==> config.mk <==
export PLATFORM = sky130hd
export DESIGN_NAME = video_pattern_gen_flat
export DESIGN_NICKNAME = d
export VERILOG_FILES = /design/src/rtl/video_pattern_gen_if.sv /design/src/rtl/video_pattern_gen.sv /design/src/flat_wrapper.sv
export SDC_FILE = /design/constraint.sdc
export NUM_CORES = 1
export LEC_CHECK = 0
export BUFFER_PORTS_ARGS = -buffer_cell sky130_fd_sc_hd__buf_2
export CORE_MARGIN = 8
export CORE_UTILIZATION = 58
export DETAILED_ROUTE_END_ITERATION = 8
export PLACE_DENSITY = 0.82
export SLEW_MARGIN = 0
export SYNTH_ARGS = -nofsm -noshare
export SYNTH_HDL_FRONTEND = slang
export SYNTH_SLANG_ARGS = --single-unit
export TNS_END_PERCENT = 30
==> constraint.sdc <==
create_clock -name clock -period 2.23 [get_ports clock]
set_input_delay 0.3345 -clock clock [delete_from_list [all_inputs] [get_ports clock]]
set_output_delay 0.3345 -clock clock [all_outputs]
set_load 0.02 [all_outputs]
==> src/rtl/video_pattern_gen_if.sv <==
// Pixel stream bundle (vsync, data enable, packed RGB data) between a video
// source and its downstream window-tap consumers.
interface video_pattern_gen_if #(
    parameter int unsigned DSIZE = 24
) ();
    logic             outvs;
    logic             outde;
    logic [DSIZE-1:0] outdata;

    modport master (
        output outvs,
        output outde,
        output outdata
    );

    modport slave (
        input outvs,
        input outde,
        input outdata
    );
endinterface

==> src/rtl/video_pattern_gen.sv <==
// Frame-timing video source: blanking-first H/V counters driving a vs/de/data
// stream filled with a ramp, colour-bar, checker or solid test pattern.
module video_pattern_gen #(
    parameter int unsigned DSIZE            = 24,
    parameter int unsigned VIDEO_WIDTH      = 1920,
    parameter int unsigned VIDEO_PRE_WIDTH  = 280,
    parameter int unsigned VIDEO_HEIGHT     = 1080,
    parameter int unsigned VIDEO_PRE_HEIGHT = 45,
    parameter int unsigned VS_LINES         = 5,
    parameter int unsigned CHECK_LOG2       = 6
) (
    input  logic                 clock,
    input  logic                 rst_n,
    input  logic                 enable,
    input  logic [1:0]           pattern,
    video_pattern_gen_if.master  vid,
    output logic                 busy,
    output logic [7:0]           frame_cnt
);

    localparam int unsigned C       = DSIZE / 3;
    localparam int unsigned H_TOTAL = VIDEO_WIDTH + VIDEO_PRE_WIDTH;
    localparam int unsigned V_TOTAL = VIDEO_HEIGHT + VIDEO_PRE_HEIGHT;
    localparam int unsigned HW      = (H_TOTAL > 1) ? $clog2(H_TOTAL) : 1;
    localparam int unsigned VW      = (V_TOTAL > 1) ? $clog2(V_TOTAL) : 1;
    localparam int unsigned SEG     = VIDEO_WIDTH / 8;
    localparam int unsigned SW      = (SEG > 1) ? $clog2(SEG) : 1;
    localparam int unsigned XYW0    = (HW > VW) ? HW : VW;
    localparam int unsigned XYW     = (XYW0 > CHECK_LOG2 + 1) ? XYW0 : CHECK_LOG2 + 1;

    localparam logic [0:0] ST_IDLE = 1'b0;
    localparam logic [0:0] ST_RUN  = 1'b1;

    localparam logic [1:0] PAT_RAMP    = 2'd0;
    localparam logic [1:0] PAT_BARS    = 2'd1;
    localparam logic [1:0] PAT_CHECKER = 2'd2;
    localparam logic [1:0] PAT_SOLID   = 2'd3;

    localparam logic [C-1:0] CH_MAX = {C{1'b1}};

    logic [0:0]    state, state_nxt;
    logic [HW-1:0] hcnt, hcnt_nxt;
    logic [VW-1:0] vcnt, vcnt_nxt;
    logic [7:0]    frame_nxt;
    logic [1:0]    pat_q, pat_nxt;
    logic [SW-1:0] seg_cnt, seg_nxt;
    logic [2:0]    bar_idx, bar_nxt;

    logic             vs_q, de_q;
    logic [DSIZE-1:0] data_q;

    logic             line_end_c, frame_end_c, h_active_c;
    logic             vs_c, de_c, chk_c;
    logic [C-1:0]     ramp_c;
    logic [2:0]       bar_inv_c;
    logic [DSIZE-1:0] pix_c;

    // Counter decode
    assign line_end_c  = (hcnt == HW'(H_TOTAL - 1));
    assign frame_end_c = line_end_c && (vcnt == VW'(V_TOTAL - 1));
    assign h_active_c  = (hcnt >= HW'(VIDEO_PRE_WIDTH));
    assign vs_c        = (vcnt < VW'(VS_LINES));
    assign de_c        = (vcnt >= VW'(VIDEO_PRE_HEIGHT)) && h_active_c;

    // Pattern sources; x/y only matter while de_c is high
    assign ramp_c    = C'(XYW'(hcnt) - XYW'(VIDEO_PRE_WIDTH));
    assign chk_c     = 1'(((XYW'(hcnt) - XYW'(VIDEO_PRE_WIDTH)) ^
                           (XYW'(vcnt) - XYW'(VIDEO_PRE_HEIGHT))) >> CHECK_LOG2);
    assign bar_inv_c = ~bar_idx;

    always_comb begin
        pix_c = '0;
        if (de_c) begin
            case (pat_q)
                PAT_RAMP:    pix_c = {ramp_c, ramp_c, ramp_c};
                PAT_BARS:    pix_c = {bar_inv_c[2] ? CH_MAX : C'(0),
                                      bar_inv_c[1] ? CH_MAX : C'(0),
                                      bar_inv_c[0] ? CH_MAX : C'(0)};
                PAT_CHECKER: pix_c = chk_c ? {3{CH_MAX}} : '0;
                PAT_SOLID:   pix_c = {3{C'(frame_cnt)}};
                default:     pix_c = '0;
            endcase
        end
    end

    // Next-state: frame sequencing, counters, bar segment tracking
    always_comb begin
        state_nxt = state;
        hcnt_nxt  = hcnt;
        vcnt_nxt  = vcnt;
        frame_nxt = frame_cnt;
        pat_nxt   = pat_q;
        seg_nxt   = seg_cnt;
        bar_nxt   = bar_idx;

        case (state)
            ST_IDLE: begin
                hcnt_nxt = '0;
                vcnt_nxt = '0;
                seg_nxt  = '0;
                bar_nxt  = '0;
                if (enable) begin
                    state_nxt = ST_RUN;
                    pat_nxt   = pattern;
                end
            end
            ST_RUN: begin
                if (line_end_c) begin
                    hcnt_nxt = '0;
                    seg_nxt  = '0;
                    bar_nxt  = '0;
                    if (frame_end_c) begin
                        vcnt_nxt  = '0;
                        frame_nxt = frame_cnt + 8'd1;
                        if (enable) begin
                            pat_nxt = pattern;
                        end else begin
                            state_nxt = ST_IDLE;
                        end
                    end else begin
                        vcnt_nxt = vcnt + VW'(1);
                    end
                end else begin
                    hcnt_nxt = hcnt + HW'(1);
                    // Bars advance every SEG active pixels, avoiding a divider
                    if (h_active_c) begin
                        if (seg_cnt == SW'(SEG - 1)) begin
                            seg_nxt = '0;
                            bar_nxt = bar_idx + 3'd1;
                        end else begin
                            seg_nxt = seg_cnt + SW'(1);
                        end
                    end
                end
            end
            default: state_nxt = ST_IDLE;
        endcase
    end

    // State and counter registers
    always_ff @(posedge clock or negedge rst_n) begin
        if (!rst_n) begin
            state     <= ST_IDLE;
            hcnt      <= '0;
            vcnt      <= '0;
            frame_cnt <= '0;
            pat_q     <= '0;
            seg_cnt   <= '0;
            bar_idx   <= '0;
        end else begin
            state     <= state_nxt;
            hcnt      <= hcnt_nxt;
            vcnt      <= vcnt_nxt;
            frame_cnt <= frame_nxt;
            pat_q     <= pat_nxt;
            seg_cnt   <= seg_nxt;
            bar_idx   <= bar_nxt;
        end
    end

    // Stream outputs lag the counters by one cycle; the last pixel of a frame
    // is still emitted in the first IDLE cycle
    always_ff @(posedge clock or negedge rst_n) begin
        if (!rst_n) begin
            vs_q   <= 1'b0;
            de_q   <= 1'b0;
            data_q <= '0;
        end else if (state == ST_RUN) begin
            vs_q   <= vs_c;
            de_q   <= de_c;
            data_q <= pix_c;
        end else begin
            vs_q   <= 1'b0;
            de_q   <= 1'b0;
            data_q <= '0;
        end
    end

    assign vid.outvs   = vs_q;
    assign vid.outde   = de_q;
    assign vid.outdata = data_q;
    assign busy        = (state == ST_RUN);

endmodule

==> src/flat_wrapper.sv <==
// flat-port wrapper written by rule: the top's interface ports become plain ports
module video_pattern_gen_flat 
#(
    parameter int unsigned DSIZE            = 24,
    parameter int unsigned VIDEO_WIDTH      = 1920,
    parameter int unsigned VIDEO_PRE_WIDTH  = 280,
    parameter int unsigned VIDEO_HEIGHT     = 1080,
    parameter int unsigned VIDEO_PRE_HEIGHT = 45,
    parameter int unsigned VS_LINES         = 5,
    parameter int unsigned CHECK_LOG2       = 6
)
  (clock, rst_n, enable, pattern, busy, frame_cnt, vid_outvs, vid_outde, vid_outdata);
  video_pattern_gen_if #(.DSIZE(DSIZE)) vid_i ();
  input  logic clock;
  input  logic rst_n;
  input  logic enable;
  input  logic [1:0] pattern;
  output logic busy;
  output logic [7:0] frame_cnt;
  output wire logic [$bits(vid_i.outvs)-1:0] vid_outvs;
  output wire logic [$bits(vid_i.outde)-1:0] vid_outde;
  output wire logic [$bits(vid_i.outdata)-1:0] vid_outdata;
  assign vid_outvs = vid_i.outvs;
  assign vid_outde = vid_i.outde;
  assign vid_outdata = vid_i.outdata;
  video_pattern_gen #(.DSIZE(DSIZE), .VIDEO_WIDTH(VIDEO_WIDTH), .VIDEO_PRE_WIDTH(VIDEO_PRE_WIDTH), .VIDEO_HEIGHT(VIDEO_HEIGHT), .VIDEO_PRE_HEIGHT(VIDEO_PRE_HEIGHT), .VS_LINES(VS_LINES), .CHECK_LOG2(CHECK_LOG2)) u_core (.clock(clock), .rst_n(rst_n), .enable(enable), .pattern(pattern), .vid(vid_i), .busy(busy), .frame_cnt(frame_cnt));
endmodule
# Word level (Yosys, flattened, before mapping)
# Index checks and enable logic that the tools add are counted.
# W data, S select, Z words.
# classes
n_reduce_logical	6
add_sub_neg	7
bitwise	3
eq_ne	10
order_cmp	3
muxes	30
# op_table
op	n
$pmux W24 S4	1
$mux W24	3
$mux W8	6
$pmux W12 S2	1
$mux W11	2
$pmux W11 S2	1
$add A8 B1 Y8 const B	2
$pmux W8 S2	1
$add A12 B1 Y12 const B	1
$eq A12 B12 Y1 const B	1
$ge A12 B9 Y1 const B	1
$mux W12	1
$add A11 B1 Y11 const B	1
$eq A11 B11 Y1 const B	1
$ge A11 B6 Y1 const B	1
$lt A11 B3 Y1 const B	1
$mux W3	3
$eq A8 B8 Y1 const B	1
$sub A8 B5 Y8 const B	1
$sub A7 B6 Y7 const B	1
$xor A7 B7 Y7	1
$mux W2	3
$ne A3 B3 Y1 const B	2
$pmux W3 S2	1
other kinds (13)	21
# totals
inputBits	5
register_bits	71
output_inout_bits	35
wordCells	69

# Logic depth before layout (Yosys ltp)
# Gate-level depths: netlist of the first run.
# logic_depth
depth_word	6
mapped_depth	8
ltp_nobuf	7

# Worst setup path before layout of the first run
# Ideal clock, no wire load.
# synth_path
path_kind	reg2reg
start	register u_core.vcnt[0]
end	register u_core.data_q[19] (netlist: u_core.vid.outdata[19])
arrival_time_ns	1.792
setup_time_ns	0.132
path_stages_with_launch	9
required_time_ns	2.098
path_buffers	1
synth_period_minus_slack_ns	1.924
slack_ns	0.306
path_cell_list	dfrtp_1 -> inv_1 -> ha_1 -> and3b_1 -> o21ai_1 -> xor2_1 -> mux2i_1 -> buf_2 -> nor4b_1
# synth_between
elab_chain_cells	6
elab_cells_between_ends	8
classes_between	add/sub: 1; order compare: 1; mux: 4; bitwise: 1; reduce/logical: 1
# synth_rtl
element	line	source
from (decl)	video_pattern_gen.sv:43	logic [VW-1:0] vcnt, vcnt_nxt;
from (signal assigned)	video_pattern_gen.sv:153	vcnt <= vcnt_nxt;
$sub A7 B6 Y7	video_pattern_gen.sv:68	(XYW'(vcnt) - XYW'(VIDEO_PRE_HEIGHT))) >> CHECK_LOG2);
$xor A7 B7 Y7	video_pattern_gen.sv:67	assign chk_c = 1'(((XYW'(hcnt) - XYW'(VIDEO_PRE_WIDTH)) ^
$mux W24	video_pattern_gen.sv:79	PAT_CHECKER: pix_c = chk_c ? {3{CH_MAX}} : '0;
$pmux W24 S4	video_pattern_gen.sv:74	case (pat_q)
$mux W24 *	video_pattern_gen.sv:73	if (de_c) begin
$mux W24 *	video_pattern_gen.sv:168	end else if (state == ST_RUN) begin
to (signal assigned)	video_pattern_gen.sv:171	data_q <= pix_c;
to (decl)	video_pattern_gen.sv:50	logic [DSIZE-1:0] data_q;
# Every way passes the cells marked *; elsewhere a longest branch is shown, timed or not.
# A chain may end at the register's enable or synchronous reset.

# Worst setup path after layout of the first run
# layout_path
start	register u_core.hcnt[9]
end	register u_core.frame_cnt[4]
# layout_between
elab_chain_cells	3
# layout_rtl
element	line	source
from (decl)	video_pattern_gen.sv:42	logic [HW-1:0] hcnt, hcnt_nxt;
from (signal assigned)	video_pattern_gen.sv:152	hcnt <= hcnt_nxt;
$eq A12 B12 Y1 *	video_pattern_gen.sv:59	assign line_end_c = (hcnt == HW'(H_TOTAL - 1));
$logic_and A1 B1 Y1	video_pattern_gen.sv:60	assign frame_end_c = line_end_c && (vcnt == VW'(V_TOTAL - 1));
$reduce_and A3 Y1 (no source line) *	--	
to (signal assigned)	video_pattern_gen.sv:154	frame_cnt <= frame_nxt;
to (decl)	video_pattern_gen.sv:18	output logic [7:0] frame_cnt
# Marked as above.

==> metrics.md, run 1 <==
| Metric | Value |
|---|---|
| Status | `finished, violations left` |
| Failing checks | `hold timing` |
| CTS resizes | `0` |
| Initial antenna violation count | `0` |
| First-pass GRT wire length | `12800 um` |
| R2R Path Start | `u_core.hcnt[9]` |
| Die X | `94.2 um` |
| FMAX | `471 MHz` |
| PD cells | `584 mW/mm^2` |
| Yosys top cell by area | `dfrtp_1` |
| Switching portion of total power | `0.211` |
| Antenna cells | `0` |
| Num CTS Buffers | `9` |
| Hpwl dp | `5330 um` |
| Sequential share of the synthesized area | `0.501` |
| FF+latch count, synth | `71` |
| Fraction of synthesis flops using an asynchronous set or reset pin | `1.00` |
| Crit start category | `flop` |
| Pins over their slew limit | `0` |
| Critical path class | `flop to flop` |
| Clock Tree Root | `clkbuf_8` |
| Headroom to the max-slew limit | `0.585` |
| Syn nets | `345` |
| Combinational share of power | `0.013` |
| Row count | `28` |
| CTS hold repair buffers | `0` |
| Setup Viol. Count Final | `0` |
| Crit path arrival time | `2.38 ns` |
| Fin crit period | `2.12 ns` |
| Max clock buf depth | `2` |
| Synth Flop Type | `dfrtp_1` |
| Clk Latency, worst-skew pair | `0.35 ns` |
| Synth top area cells | `dfrtp_1 50%, xor2_1 4.9%, ha_1 3.5%` |
| Flop pwr share | `0.545` |
| # port buffers | `39` |
| Starting density of the core | `0.600` |
| Switch Pwr | `0.498 mW` |
| IO Count | `40` |
| Worst-case reg-to-reg path depth | `5` |
| Drt drc | `0` |
| Post-CTS Setup Bufs | `0` |
| Fillcell total | `435` |
| Largest net degree at the start of global routing | `72` |
| Max-cap violation count | `0` |
| Reg area | `0.00178 mm^2` |
| First-pass DRT Iterations | `4` |
| Final Util | `0.683` |
| Initial DRC Count | `138` |
| H-tree depth | `3` |
| RSZ-0062 raised after global routing | `false` |
| Peak fanout along the critical path | `8` |
| FF-to-FF setup slack | `0.11 ns` |
| Core footprint | `0.00592 mm^2` |
| Share of layout cells above drive strength 1 | `0.242` |
| Total grt overflow | `0` |
| Die area | `0.00888 mm^2` |
| Setup crit end kind | `flop` |
| Final antenna-violating net count | `0` |
| GP Congestion | `0.853` |
| Final #Nets | `387` |
| Synth-to-layout area growth | `13.9%` |
| Share of the synthesized area in the top cell type | `0.501` |
| Vias per cell | `5.99` |
| Synth cell types | `58` |
| Post-synth EDFFs | `0` |
| Multi-input gate area | `0.00165 mm^2` |
| Internal | `1.86 mW` |
| Leakage | `1.98 nW` |
| Clk network pwr share | `0.442` |
| Vias | `2703` |
| Tot GR Track Use | `0.183` |
| Mapped Area | `0.00355 mm^2` |
| Peak supply drop | `0.322 mV` |
| Ys Warns | `0` |
| Final Cycle Share | `0.952` |
| Die Y-Extent | `94.2 um` |
| Clock Skew | `0.00704 ns` |
| WL/cell | `17.2 um` |
| Hold Fails Final Rpt | `8` |
| Setup TNS | `0 ns` |
| Routed wire length | `7760 um` |
| R2R Path End | `u_core.frame_cnt[4]` |
| Clock sink total | `71` |
| Average size of a mapped cell | `10.8 um^2` |
| Synth Instances | `330` |
| Slew @ Worst Pin | `0.618 ns` |
| Hold slack | `-0.0224 ns` |
| Worst path required time | `2.49 ns` |
| Vias in the first global route | `2655` |
| CTS tree | `built` |
| Total Power | `2.36 mW` |
| Min-delay worst type | `input pin to async pin` |
| Worst-path clk slew | `0.07 ns` |
==> cell usage after synthesis (all sizes together), types with 5 or more instances <==
cell type,instances
a211oi,5
a21oi,8
and2,8
and3,9
buf,15
dfrtp,71
ha,10
inv,8
nand2,20
nand3,11
nand4,9
nor2,30
nor3,10
nor4,19
nor4b,9
o21ai,8
o22ai,5
xnor2,9
xor2,20
==> state kept, by name (all words and copies together), names as in the netlist <==
signal,cells
u_core.vid.outvs,1
u_core.busy,1
u_core.pat_q,2
u_core.vid.outde,1
u_core.frame_cnt,8
u_core.vid.outdata,24
u_core.bar_idx,3
u_core.seg_cnt,8
u_core.vcnt,11
u_core.hcnt,12
==> area by class of cell <==
class | instances | share of cell area
flip-flops and latches | 71 | 0.439
clock buffers | 12 | 0.0384
repair buffers | 50 | 0.0727
multi-input cells | 232 | 0.408
well taps | 75 | 0.0232
inverters | 8 | 0.00743
clock inverters | 3 | 0.0105
==> per-layer routing <==
layer  GRT usage  wire length, um
met3      0.0520              594
met4      0.0845              166
met1       0.225             3220
met2       0.291             3780
met5           0                0
==> cells in the final DEF, fill, tap and decap left out, drive strengths merged, types with 8 or more instances in the layout <==
master / count
dfrtp: 71
ha: 10
o21ai: 8
xor2: 20
nor4: 19
xnor2: 9
nor4b: 9
nor3: 10
inv: 8
and3: 9
nand4: 9
nand2: 20
buf: 50
nand3: 11
and2: 8
clkbuf: 12
nor2: 30
a21oi: 8
==> power by group through the flow <==
stage	clock network (mW)	registers (mW)	logic, mW
finish	1.04	1.29	0.0313
global route	1.12	1.29	0.0374
CTS	1.05	1.29	0.0333
detailed placement	0	1.31	0.0332
global placement	0	1.31	0.0326
floorplan	0	1.31	0.000318
==> how the worst max path moves through the flow <==
stage	from	end	slack (ns)	cells after the start
2_1_floorplan	u_core.vcnt[0]	u_core.vid.outdata[19]	0.31	8
3_3_place_gp	u_core.hcnt[10]	u_core.vcnt[9]	0.22	6
3_5_place_dp	u_core.hcnt[10]	u_core.vid.outdata[2]	0.12	4
4_1_cts	u_core.hcnt[10]	u_core.vid.outdata[11]	0.05	4
5_1_grt	u_core.hcnt[9]	u_core.frame_cnt[4]	0.02	5
6_report	u_core.hcnt[9]	u_core.frame_cnt[4]	0.11	5
==> kinds of logic after synthesis <==
logic type                 Yosys count  share of synthesized area
xor gates and xnor gates            29                     0.0716
adders and majority gates           10                     0.0352
buffers and inverters               27                     0.0441
AOI/OAI and AO/OA                   37                     0.0740
and+or+nand+nor                    148                      0.250
DFF                                 71                      0.501
muxes                                8                     0.0250
==> through the flow <==
| stage | setup WS [ns] | cells | area, um^2 |
|---|---|---|---|
| 2_1_floorplan | 0.306 | 330 | 3550 |
| 3_3_place_gp | 0.225 | 436 | 3810 |
| 3_5_place_dp | 0.122 | 436 | 3810 |
| 4_1_cts | 0.0547 | 451 | 4010 |
| 5_1_grt | 0.0238 | 451 | 4040 |
| 6_report | 0.108 | 451 | 4040 |
==> critical path, stage by stage, from the launching register on <==
cell	delay [ns]
dfrtp_1	0.45
nor4_4	0.52
and3_1	0.43
nand2_4	0.14
nor3_1	0.29
xor2_1	0.21
(Power assumes the default switching activity.)
==> run 2, diff against run 1 <==
--- a/config.mk
+++ b/config.mk
@@ -6,10 +6,11 @@
 export NUM_CORES = 1
 export LEC_CHECK = 0
 export BUFFER_PORTS_ARGS = -buffer_cell sky130_fd_sc_hd__buf_2
+export CORE_ASPECT_RATIO = 1.25
 export CORE_MARGIN = 8
-export CORE_UTILIZATION = 58
+export CORE_UTILIZATION = 63
 export DETAILED_ROUTE_END_ITERATION = 8
-export PLACE_DENSITY = 0.82
+export PLACE_DENSITY = 0.88
 export SLEW_MARGIN = 0
 export SYNTH_ARGS = -nofsm -noshare
 export SYNTH_HDL_FRONTEND = slang
==> constraint.sdc (replaced) <==
create_clock -name clock -period 2.68 [get_ports clock]
set_input_delay 0.402 -clock clock [delete_from_list [all_inputs] [get_ports clock]]
set_output_delay 0.402 -clock clock [all_outputs]
set_load 0.02 [all_outputs]
==> run 2 against run 1 <==
The run now ends clean; setup slack better by 0.38 ns; first-iteration DRC count up 27%; hold slack better by 0.030 ns; flip-flop and latch count unchanged; cell area down 2.4%; non-clock buffer count down 6; clock skew up 0.0055 ns; critical path type unchanged; critical endpoint is now u_core.vcnt[3]; largest cell class unchanged.
==> metrics.md, run 2 (synthesis gave the netlist of run 1 again) <==
| Metric | Value |
|---|---|
| Worst-path clk slew | `0.08 ns` |
| Vias | `2727` |
| # port buffers | `39` |
| Final Cycle Share | `0.819` |
| GP Congestion | `0.852` |
| Switch Pwr | `0.423 mW` |
| Peak supply drop | `0.279 mV` |
| RSZ-0062 raised after global routing | `false` |
| Crit path arrival time | `2.46 ns` |
| Initial antenna violation count | `0` |
| Routed wire length | `7520 um` |
| Setup TNS | `0 ns` |
| Routed wl met3 | `528 um` |
| Final #Nets | `381` |
| Pins over their slew limit | `0` |
| Drt drc | `0` |
| FF-to-FF setup slack | `0.49 ns` |
| Status | `completed` |
| Tot GR Track Use | `0.185` |
| CP startpoint | `u_core.hcnt[6]` |
| Max clock buf depth | `2` |
| Met2 routed WL | `3740 um` |
| Clk network pwr share | `0.456` |
| CTS tree | `built` |
| Max Used Layer | `met4` |
| Num CTS Buffers | `9` |
| Clk Latency, worst-skew pair | `0.35 ns` |
| Worst path cell trace | `nor4_4 -> nand3_2 -> or4_1 -> a21boi_1` |
| R2R Path Start | `u_core.hcnt[6]` |
| CTS resizes | `0` |
| Cell family with most CP delay | `simple AND/OR/NAND/NOR gates` |
| Clock sink total | `71` |
| Core footprint | `0.00544 mm^2` |
| Critical path class | `flop to flop` |
| Critical path buffers and inverters | `0` |
| Vias per cell | `6.28` |
| Final antenna-violating net count | `0` |
| Switching portion of total power | `0.210` |
| Headroom to the max-slew limit | `0.349` |
| Initial DRC Count | `175` |
| Total Power | `2.01 mW` |
| Max reg flops | `24` |
| Internal | `1.59 mW` |
| Most common cell after layout, fill and taps aside | `dfrtp_1` |
| Post-CTS Setup Bufs | `0` |
| Slew @ Worst Pin | `0.968 ns` |
| Peak fanout along the critical path | `15` |
| Hold slack | `0.00782 ns` |
| Flop pwr share | `0.531` |
| Leakage | `1.95 nW` |
| Fin crit period | `2.19 ns` |
| Final WS setup | `0.486 ns` |
| PD cells | `511 mW/mm^2` |
| Largest net degree at the start of global routing | `35` |
| Total grt overflow | `0` |
| Share of layout cells above drive strength 1 | `0.219` |
| Slowest stage cell, crit path | `or4_1` |
| Hold Fails Final Rpt | `0` |
| Synth-to-layout area growth | `11.2%` |
| Min-delay worst type | `input pin to async pin` |
| Die X | `83.1 um` |
| Vias in the first global route | `2707` |
| IO Count | `40` |
| Most frequent cells in the layout | `71 x dfrtp_1, 39 x buf_2, 30 x nor2_1, 20 x xor2_1, 19 x nand2_1` |
| Combinational share of power | `0.013` |
| Antenna cells | `0` |
| Row count | `30` |
| FMAX | `456 MHz` |
| First-pass GRT wire length | `12600 um` |
| First-pass DRT Iterations | `5` |
| Max-cap violation count | `0` |
| Wl on met1 | `2880 um` |
| Clock Skew | `0.0125 ns` |
| Die Y-Extent | `99.9 um` |
| H-tree depth | `3` |
| Setup Viol. Count Final | `0` |
| Final Util | `0.725` |
| WL/cell | `17.3 um` |
| Clock Tree Root | `clkbuf_8` |
| Worst path required time | `2.95 ns` |
| Die area | `0.00831 mm^2` |
| Crit start category | `flop` |
| Starting density of the core | `0.652` |
| Hpwl dp | `5210 um` |
| Setup crit end kind | `flop` |
| Pre-CTS WS | `0.530 ns` |
| Crit path largest cell delay | `0.61 ns` |
| CTS hold repair buffers | `0` |
## run 2: metal layers
metal  global-route usage  up-vias
met4                0.137        0
met3               0.0519       35
met2                0.312      140
met5                    0        -
met1                0.194     1301
li1                     -     1251
## run 2: worst reg2reg max path, stage by stage (launching register included)
cell	delay [ns]
dfrtp_1	0.50
nor4_4	0.47
nand3_2	0.38
or4_1	0.61
a21boi_1	0.15
## run 2: area by class of cell
class                   count  area (um^2)
fillers                   347         1500
inverters                   8         30.0
flip-flops and latches     71         1780
repair buffers             44          233
multi-input cells         232         1620
clock inverters             6         86.3
well taps                  64         80.1
clock buffers               9          124
## run 2: per-stage QoR
| stage | instance area, um^2 | instances |
|---|---|---|
| 2_1_floorplan | 3550 | 330 |
| 3_3_place_gp | 3740 | 419 |
| 3_5_place_dp | 3740 | 419 |
| 4_1_cts | 3950 | 434 |
| 5_1_grt | 3950 | 434 |
| 6_report | 3950 | 434 |
## run 2: final timing paths
| kind | endpoint | cells after the start |
|---|---|---|
| setup reg to reg | u_core.vcnt[3] | 4 |
| setup / recovery | u_core.vcnt[3] | 4 |
| min in group clock | u_core.busy | 2 |
| hold reg to reg | u_core.frame_cnt[7] | 1 |
| hold / removal | u_core.vid.outde | 1 |
| max in group asynchronous | u_core.seg_cnt[0] | 2 |
## run 2: power by group through the flow
stage	registers [mW]	logic (mW)	clock network (mW)
2_1_floorplan	1.09	0.000265	0
3_3_place_gp	1.09	0.0264	0
3_5_place_dp	1.09	0.0270	0
4_1_cts	1.07	0.0270	0.924
5_1_grt	1.07	0.0306	0.963
6_report	1.07	0.0257	0.919
==> run 3, diff against run 2 <==
--- a/config.mk
+++ b/config.mk
@@ -8,9 +8,9 @@
 export BUFFER_PORTS_ARGS = -buffer_cell sky130_fd_sc_hd__buf_2
 export CORE_ASPECT_RATIO = 1.25
 export CORE_MARGIN = 8
-export CORE_UTILIZATION = 63
+export CORE_UTILIZATION = 53
 export DETAILED_ROUTE_END_ITERATION = 8
-export PLACE_DENSITY = 0.88
+export PLACE_DENSITY = 0.79
 export SLEW_MARGIN = 0
 export SYNTH_ARGS = -nofsm -noshare
 export SYNTH_HDL_FRONTEND = slang
==> constraint.sdc (replaced) <==
create_clock -name clock -period 2 [get_ports clock]
set_input_delay 0.3 -clock clock [delete_from_list [all_inputs] [get_ports clock]]
set_output_delay 0.3 -clock clock [all_outputs]
set_load 0.02 [all_outputs]
==> run 3 against run 2 <==
Global-route usage fell by 2.5 points; total power rose by 25%; cell count rose by 9.0%; combinational power rose by 43%; clock power rose by 13%; utilization fell by 8.5 points; critical endpoint is now u_core.vid.outdata[15]; largest power group unchanged.
==> metrics.md, run 3 (synthesis gave the netlist of run 1 again) <==
| Metric | Value |
|---|---|
| Hold_sp | `enable` |
| Max reg flops | `24` |
| Max clock buf depth | `2` |
| Largest net degree at the start of global routing | `72` |
| Vias | `2659` |
| Initial DRC Count | `161` |
| Row count | `33` |
| Clock Tree Root | `clkbuf_8` |
| Final antenna-violating net count | `0` |
| CTS tree | `built` |
| Core footprint | `0.00652 mm^2` |
| RSZ-0062 raised after global routing | `true` |
| Post-placement cell area | `0.00389 mm^2` |
| Setup TNS | `0 ns` |
| Critical path class | `flop to flop` |
| Clock Skew | `0.00609 ns` |
| Post-route cell area | `0.00418 mm^2` |
| FMAX | `518 MHz` |
| WL/cell | `16.1 um` |
| GP Congestion | `0.822` |
| Setup crit end kind | `flop` |
| Vias per cell | `5.62` |
| Pre-CTS WS | `0.0296 ns` |
| PD cells | `602 mW/mm^2` |
| Final Util | `0.640` |
| Most common cell after layout, fill and taps aside | `dfrtp_1` |
| Clock sink total | `71` |
| Status | `completed` |
| Share of layout cells above drive strength 1 | `0.285` |
| Worst-case reg-to-reg path depth | `8` |
| Total grt overflow | `0` |
| Headroom to the max-slew limit | `0.581` |
| Starting density of the core | `0.544` |
| First-pass DRT Iterations | `5` |
| Min-delay worst type | `input pin to flop` |
| FF-to-FF setup slack | `0.07 ns` |
| Num CTS Buffers | `9` |
| Hpwl dp | `5180 um` |
| Worst-path clk slew | `0.07 ns` |
| Clk Latency, worst-skew pair | `0.35 ns` |
| Antenna cells | `0` |
| Setup Viol. Count Final | `0` |
| Final #Nets | `396` |
| Worst path required time | `2.23 ns` |
| Die area | `0.00959 mm^2` |
| Most frequent cells in the layout | `71 x dfrtp_1, 39 x buf_2, 30 x nor2_1, 20 x xor2_1, 19 x nand2_1` |
| Die X | `89.2 um` |
| Hold Crit Endpoint | `u_core.busy` |
| Pins over their slew limit | `0` |
| Crit start category | `flop` |
| Synth-to-layout area growth | `17.7%` |
| WHS Path Cells | `2` |
| H-tree depth | `3` |
| Peak fanout along the critical path | `24` |
| IO Count | `40` |
| Crit path arrival time | `2.16 ns` |
| Final WS setup | `0.0699 ns` |
| Fin crit period | `1.93 ns` |
| Initial antenna violation count | `0` |
| Max-cap violation count | `0` |
| Hold slack | `0.171 ns` |
| Hold Fails Final Rpt | `0` |
| Total Power | `2.52 mW` |
| Drt drc | `0` |
| Tot GR Track Use | `0.160` |
| # port buffers | `39` |
| Slew @ Worst Pin | `0.623 ns` |
| Final Cycle Share | `0.965` |
| Dpl cells | `456` |
| R2R Path End | `u_core.vid.outdata[15]` |
| Routed wire length | `7620 um` |
| First-pass GRT wire length | `11800 um` |
| Post-Layout Cell Count | `473` |
| Peak supply drop | `0.336 mV` |
| Leakage | `2.03 nW` |
| Die Y-Extent | `108 um` |
| Vias in the first global route | `2481` |
| R2R Path Start | `u_core.vcnt[1]` |
## run 3: cell types whose count changed in the layout (fill, tap and decap cells not counted), moves of 4 or more
cell,before,now
buf_4,5,16
nor4_1,17,11
nor4_2,1,7
nor4b_1,9,5
nor4b_2,0,4
## run 3: report_power, final
group	internal [mW]	switching (mW)	leakage, nW
clock	0.512	0.532	0.0873
sequential	1.43	0	0.968
combinational	0.00849	0.0283	0.973
total	1.96	0.560	2.03
## run 3: worst max path at each step
stage,startpoint,to,cells past startpoint
finish,u_core.vcnt[1],u_core.vid.outdata[15],8
global route,u_core.vcnt[1],u_core.vid.outdata[22],8
floorplan,u_core.vcnt[0],u_core.vid.outdata[19],8
detailed placement,u_core.hcnt[10],u_core.seg_cnt[7],5
global placement,u_core.vcnt[1],u_core.vid.outdata[3],8
CTS,u_core.vcnt[1],u_core.vid.outdata[19],8
## run 3: routing by layer
layer | up-vias | track usage | routed length, um
met1 | 1261 | 0.185 | 3120
met3 | 19 | 0.0382 | 544
met5 | - | 0 | 0
met4 | 0 | 0.100 | 225
li1 | 1284 | - | -
met2 | 95 | 0.258 | 3730
## run 3: final cells by class
cell class	count	area [um^2]
multi-input combinational	232	1700
timing repair buffer	59	377
clock inverter	5	32.5
sequential	71	1780
clock buffer	11	151
inverter	8	30.0
fill	534	2350
tap	87	109
## run 3: critical path, cell delays in order (launching register included)
cell     delay [ns]
dfrtp_1        0.38
inv_1          0.10
ha_1           0.14
and3b_1        0.19
o21ai_2        0.13
xor2_1         0.22
mux2i_1        0.13
buf_6          0.19
nor4b_1        0.33
## run 3: what timing repair did
action,in CTS,in global routing
endpoints found under the setup margin,0,34
hold endpoints to repair,71,0
hold buffers,1,0
buffers inserted,0,0
resized for setup,0,16
